[config.mk]
export PLATFORM = sky130hd
export DESIGN_NAME = wave_display_multi
export DESIGN_NICKNAME = d
export VERILOG_FILES = /design/src/rtl/wave_display_multi.sv
export SDC_FILE = /design/constraint.sdc
export NUM_CORES = 1
export LEC_CHECK = 0
export CORE_ASPECT_RATIO = 0.75
export CORE_MARGIN = 2
export CORE_UTILIZATION = 45
export DETAILED_ROUTE_END_ITERATION = 7
export PLACE_DENSITY = 0.71
export SLEW_MARGIN = 25
export SYNTH_ARGS = -nofsm -noshare
export SYNTH_HDL_FRONTEND = slang
export SYNTH_SLANG_ARGS = --single-unit
[constraint.sdc]
create_clock -name clk -period 5 [get_ports clk]
set_input_delay 0.75 -clock clk [delete_from_list [all_inputs] [get_ports clk]]
set_output_delay 0.75 -clock clk [all_outputs]
set_load 0.02 [all_outputs]
[src/rtl/wave_display_multi.sv]
// wave_display_multi: overlays NUM_CH sample traces in one display window.
// Stage 0 forms the RAM address from the pixel column.
// Stage 1 compares each scaled sample against the row, using the RAM data.
// Stage 2 registers the window flag and the colour of the lowest-index hit.
module wave_display_multi #(
  parameter int                     NUM_CH      = 2,
  parameter int                     SAMPLE_W    = 8,
  parameter int                     ADDR_W      = 9,
  parameter int                     X_START     = 256,
  parameter int                     SCALE_SHIFT = 1,
  parameter int                     Y_OFFSET    = 32,
  parameter logic [NUM_CH*24-1:0]   CH_COLORS   = {24'hFFFFFF, 24'h00FF00},
  parameter logic [23:0]            BG_COLOR    = 24'h000000
) (
  input  logic                         clk,
  input  logic                         reset,
  input  logic [10:0]                  x,
  input  logic [9:0]                   y,
  input  logic                         valid,
  input  logic                         read_index,
  input  logic                         freeze,
  input  logic [NUM_CH-1:0]            channel_enable,
  input  logic [NUM_CH*SAMPLE_W-1:0]   read_values,
  output logic [ADDR_W-1:0]            read_address,
  output logic                         valid_pixel,
  output logic [7:0]                   r,
  output logic [7:0]                   g,
  output logic [7:0]                   b
);

  localparam int COL_W = ADDR_W - 1;
  localparam int WIN_W = 1 << ADDR_W;
  localparam int WIN_H = 1 << (SAMPLE_W + 1);

  // Stage 0 signals
  logic [31:0]          x_ext_s;
  logic [31:0]          y_ext_s;
  logic                 inwin_s;
  logic                 first_s;
  logic                 newcol_s;
  logic [COL_W-1:0]     col_s;
  logic                 bank_r;
  logic [ADDR_W-1:0]    last_addr_r;

  // Stage 1 registers and compute
  logic                 valid_s1_r;
  logic                 inwin_s1_r;
  logic                 newcol_s1_r;
  logic                 first_s1_r;
  logic [SAMPLE_W-1:0]  ycmp_s1_r;
  logic [SAMPLE_W-1:0]  prev_r    [NUM_CH];
  logic [SAMPLE_W-1:0]  cur_s     [NUM_CH];
  logic [SAMPLE_W-1:0]  ref_val_s [NUM_CH];
  logic [SAMPLE_W-1:0]  lo_s      [NUM_CH];
  logic [SAMPLE_W-1:0]  hi_s      [NUM_CH];
  logic [NUM_CH-1:0]    hit_s;
  logic [23:0]          color_s;
  logic                 pix_on_s;

  // Window test, column address and new-column detection for the incoming pixel
  always_comb begin
    x_ext_s  = {21'd0, x};
    y_ext_s  = {22'd0, y};
    inwin_s  = (x_ext_s >= 32'(X_START)) &&
               (x_ext_s < 32'(X_START + WIN_W)) &&
               (y_ext_s < 32'(WIN_H));
    col_s    = COL_W'((x_ext_s - 32'(X_START)) >> 1);
    first_s  = (x == 11'(X_START));
    if (inwin_s) begin
      read_address = {bank_r, col_s};
    end else begin
      read_address = {ADDR_W{1'b0}};
    end
    newcol_s = inwin_s && (first_s || (read_address != last_addr_r));
  end

  // Bank latch: sampled only at the first pixel of a frame, held while frozen
  always_ff @(posedge clk or posedge reset) begin
    if (reset) begin
      bank_r <= 1'b0;
    end else if (valid && (x == 11'd0) && (y == 10'd0) && !freeze) begin
      bank_r <= read_index;
    end
  end

  // Remember the last in-window address so a column change can be spotted
  always_ff @(posedge clk or posedge reset) begin
    if (reset) begin
      last_addr_r <= {ADDR_W{1'b0}};
    end else if (valid && inwin_s) begin
      last_addr_r <= read_address;
    end
  end

  // Stage 1 pipeline registers, aligned with the RAM read data
  always_ff @(posedge clk or posedge reset) begin
    if (reset) begin
      valid_s1_r  <= 1'b0;
      inwin_s1_r  <= 1'b0;
      newcol_s1_r <= 1'b0;
      first_s1_r  <= 1'b0;
      ycmp_s1_r   <= {SAMPLE_W{1'b0}};
    end else begin
      valid_s1_r  <= valid;
      inwin_s1_r  <= inwin_s;
      newcol_s1_r <= newcol_s;
      first_s1_r  <= first_s;
      ycmp_s1_r   <= SAMPLE_W'(y >> 1);
    end
  end

  // Per-channel trace test: row lies between the previous and current sample
  always_comb begin
    hit_s = {NUM_CH{1'b0}};
    for (int i = 0; i < NUM_CH; i++) begin
      cur_s[i]     = (read_values[i*SAMPLE_W +: SAMPLE_W] >> SCALE_SHIFT) + SAMPLE_W'(Y_OFFSET);
      ref_val_s[i] = first_s1_r ? cur_s[i] : prev_r[i];
      lo_s[i]      = (ref_val_s[i] < cur_s[i]) ? ref_val_s[i] : cur_s[i];
      hi_s[i]      = (ref_val_s[i] < cur_s[i]) ? cur_s[i] : ref_val_s[i];
      hit_s[i]     = channel_enable[i] & valid_s1_r & inwin_s1_r &
                     (lo_s[i] <= ycmp_s1_r) & (ycmp_s1_r <= hi_s[i]);
    end
  end

  // Previous-sample store, advanced only on the first pixel of each column
  always_ff @(posedge clk or posedge reset) begin
    if (reset) begin
      for (int i = 0; i < NUM_CH; i++) begin
        prev_r[i] <= {SAMPLE_W{1'b0}};
      end
    end else if (valid_s1_r && newcol_s1_r) begin
      for (int i = 0; i < NUM_CH; i++) begin
        prev_r[i] <= cur_s[i];
      end
    end
  end

  // Colour pick: lowest-index hit wins, else background inside the window
  always_comb begin
    pix_on_s = valid_s1_r & inwin_s1_r;
    color_s  = pix_on_s ? BG_COLOR : 24'h000000;
    for (int i = NUM_CH - 1; i >= 0; i--) begin
      color_s = hit_s[i] ? CH_COLORS[i*24 +: 24] : color_s;
    end
  end

  // Stage 2 output registers
  always_ff @(posedge clk or posedge reset) begin
    if (reset) begin
      valid_pixel <= 1'b0;
      r           <= 8'd0;
      g           <= 8'd0;
      b           <= 8'd0;
    end else begin
      valid_pixel <= pix_on_s;
      r           <= color_s[23:16];
      g           <= color_s[15:8];
      b           <= color_s[7:0];
    end
  end

endmodule

==> results.yml <==
clock_network:
  cts_tree: "yes"
  cts_made_buffers: 5
  post_cts_buffers: 0
  cts-root-buf: "clkbuf_8"
  cts_buffer_depth: 2
  htreeDepth: 2
  clk_pin_slew_worst_paths_ns: 0.09
  post_cts_resized: 0
  holdBufCountCts: 0
  insertion_delay_ns: 0.29
  cts.sinks: 41
global_route:
  gr-usage-met3_pct: 3.734
  grt-busiest-layer: "met2"
  antenna_found_initial: 0
  grt_pass1_vias: 2694
  grt.total_usage_pct: 19.83
  grt_pass1_wl_mm: 13.30
  grt_max_degree: 42
  gr-total-overflow: 0
  use_met2_pct: 32.06
  grtUsageMet1_pct: 27.89
logic_synthesis:
  synthCells: 380
  synthFlopType: "dfrtp_1"
  synth_edf_count: 0
  syn_area_per_cell_um2: 9.239
  syn-num-nets: 472
  async_flop_share_pct: 100.0
  yosys_warnings: 0
  synth-seq-cells: 41
  synth_cell_type_count: 51
  syn-cell-area_um2: 3511
  yosysSeqAreaShare_pct: 29.22
sta:
  fin_skew_ns: 0.004973
  setup_ws_ns: 0.4660
  tns_ns: 0
  tightest_slew_ns: 0.9321
  period_share_pct: 90.68
  finalMaxSlewViolations: 0
  max_freq_ghz: 0.2206
  hold_violations: 0
  rsz0062_at_grt: "false"
  slew_headroom_pct: 37.86
  layout_min_cycle_time_ns: 4.534
  setup_viol: 0
power_and_ir_drop:
  p_total_mw: 1.439
  powerDensity_nw_per_um2: 334.0
  cell_internal_pwr_mw: 0.8892
  vdd_drop_max_mv: 0.1671
  comb_power_share_pct: 49.9
  p_leak_nw: 1.938
  seq_power_share_pct: 30.0
  power_frac_clock_pct: 20.1
  swShare_pct: 38.20
  net-switching-power_mw: 0.5495
cells_and_area:
  final_nets: 526
  area_growth_pct: 22.70
  stdcell_count: 536
  stdcell_area_um2: 4308
  final_common_cell: "clkdlybuf4s50_1"
  diodes: 0
  layout_common_cells: "75 x clkdlybuf4s50_1, 48 x ha_1, 42 x o21ai_0"
  fillCellCount: 645
  drive_gt1_share_pct: 11.03
worst_hold_path:
  hold_start: "prev_r[5]"
  min_path_type: "flop to flop"
floorplanning:
  initial_core_util_pct: 47.03
  die_x_um: 106.0
  die_area_um2: 8532
  ios: 78
  die_h_um: 80.50
  num_rows: 27
  core_um2: 7466
placement:
  dp_hpwl_mm: 6.424
  port_buffers: 75
  dp_cells: 528
  gp_congestion: 0.8934
  pre_cts_ws_ns: 0.1749
  postPlaceCellArea_um2: 4188
setup_path:
  path_cells: "clkdlybuf4s50_1, ha_1, mux2_2, ha_1, nand2_1, nor3_1, a21oi_4, buf_4, nor2_2, mux2_1, ha_1, nand4_1, o21a_1, a311oi_1, a211oi_1"
  crit_type: "input pin to flop"
  crit_required_ns: 5.16
  cp.arrival_ns: 4.69
  slowest_delay_ns: 0.51
  reg2reg_from: "first_s1_r"
  cp-end-kind: "flop"
  cp_slowest_cell: "clkdlybuf4s50_1"
  cp_max_fo: 14
  crit_start: "read_values[6]"
  crit_path_start_kind: "input pin"
  crit_path_frequent_cell: "ha_1"
drt:
  first_pass_iters: 4
  drc: 0
  vias: 2877
  ant_nets: 0
  routedWlPerCell_um: 15.17
  wl_mm: 8.132
  drt_iter0_markers: 123
  viasPerCell: 5.368
job:
  max_cap_violations: 0
status:
  status: "complete, no violations"
-- state kept, by name, indices dropped and copies added (netlist names) --
register     cells
prev_r          16
last_addr_r      9
ycmp_s1_r        8
b                1
bank_r           1
first_s1_r       1
g                1
inwin_s1_r       1
newcol_s1_r      1
valid_pixel      1
valid_s1_r       1
-- per-stage QoR --
stage | hold WS (ns) | util (%)
floorplan | 0.4447 | -
global placement | 0.4579 | 56.09
detailed placement | 0.4653 | 56.09
CTS | 0.4859 | 57.70
global route | 0.5159 | 57.70
finish | 0.4825 | 57.70
-- critical path, delay by kind of cell --
family	cells	cell delay, ns
buf+inv	2	0.73
compound gates	4	1.02
fa+ha+maj	3	0.92
mux	2	0.66
simple gates	4	0.60
-- path summary, 6_finish.rpt --
kind / endpoint / slack, ns / cells after the start
max in group asynchronous: prev_r[12] / 3.73 / 3
min: prev_r[5] / 0.48 / 2
min reg2reg: prev_r[5] / 0.48 / 2
min in group asynchronous: prev_r[4] / 0.88 / 3
max reg2reg: b[6] / 0.53 / 13
max: b[6] / 0.47 / 15
-- logic make-up after synthesis --
kind of cell	after synthesis	synth area share, %
simple gates	102	15.36
compound gates	83	14.54
buf+inv	59	9.622
fa+ha+maj	48	17.11
mux	42	12.90
flops	41	29.22
xor+xnor	5	1.247
-- cell usage after synthesis, drive strengths merged, types with 2 or more instances --
library cell / n / area (um^2)
o21ai: 44 / 220.2
xnor2: 4 / 35.03
a21oi: 19 / 113.9
o22a: 2 / 17.52
dfrtp: 41 / 1026
nand4: 8 / 50.05
ha: 48 / 600.6
nor4b: 4 / 35.03
and4: 2 / 17.52
nand2: 40 / 152.6
a31oi: 3 / 18.77
mux2i: 16 / 160.2
nor3: 4 / 20.02
nor2: 14 / 55.06
nor4: 4 / 25.02
a211oi: 4 / 30.03
nor2b: 4 / 25.02
inv: 26 / 100.1
buf: 30 / 226.5
o211ai: 2 / 15.01
clkbuf: 3 / 11.26
nor4bb: 2 / 20.02
nand2b: 4 / 32.53
mux2: 26 / 292.8
and2: 10 / 62.56
-- power groups by stage --
stage | clock, mW | combinational, mW | sequential (mW)
floorplan | 0 | 0.543 | 0.427
global placement | 0 | 0.676 | 0.434
detailed placement | 0 | 0.714 | 0.438
CTS | 0.296 | 0.720 | 0.432
global route | 0.309 | 0.809 | 0.440
finish | 0.289 | 0.718 | 0.432
-- layer usage --
| layer | share of wire [%] | vias to the layer above |
|---|---|---|
| met1 | 51 | 1337 |
| met2 | 44 | 77 |
| met4 | 0.73 | 0 |
| met3 | 4.3 | 4 |
| met5 | 0 | - |
| li1 | - | 1459 |
-- layout make-up --
cell class / count / area, um^2 / area share [%]
tap: 101 / 126.4 / 2.933
sequential: 41 / 1026 / 23.82
inverter: 26 / 100.1 / 2.324
clock buffer: 6 / 82.58 / 1.917
multi-input combinational: 280 / 2147 / 49.84
timing repair buffer: 80 / 788.3 / 18.30
clock inverter: 2 / 37.54 / 0.8713
(Power assumes the default switching activity.)
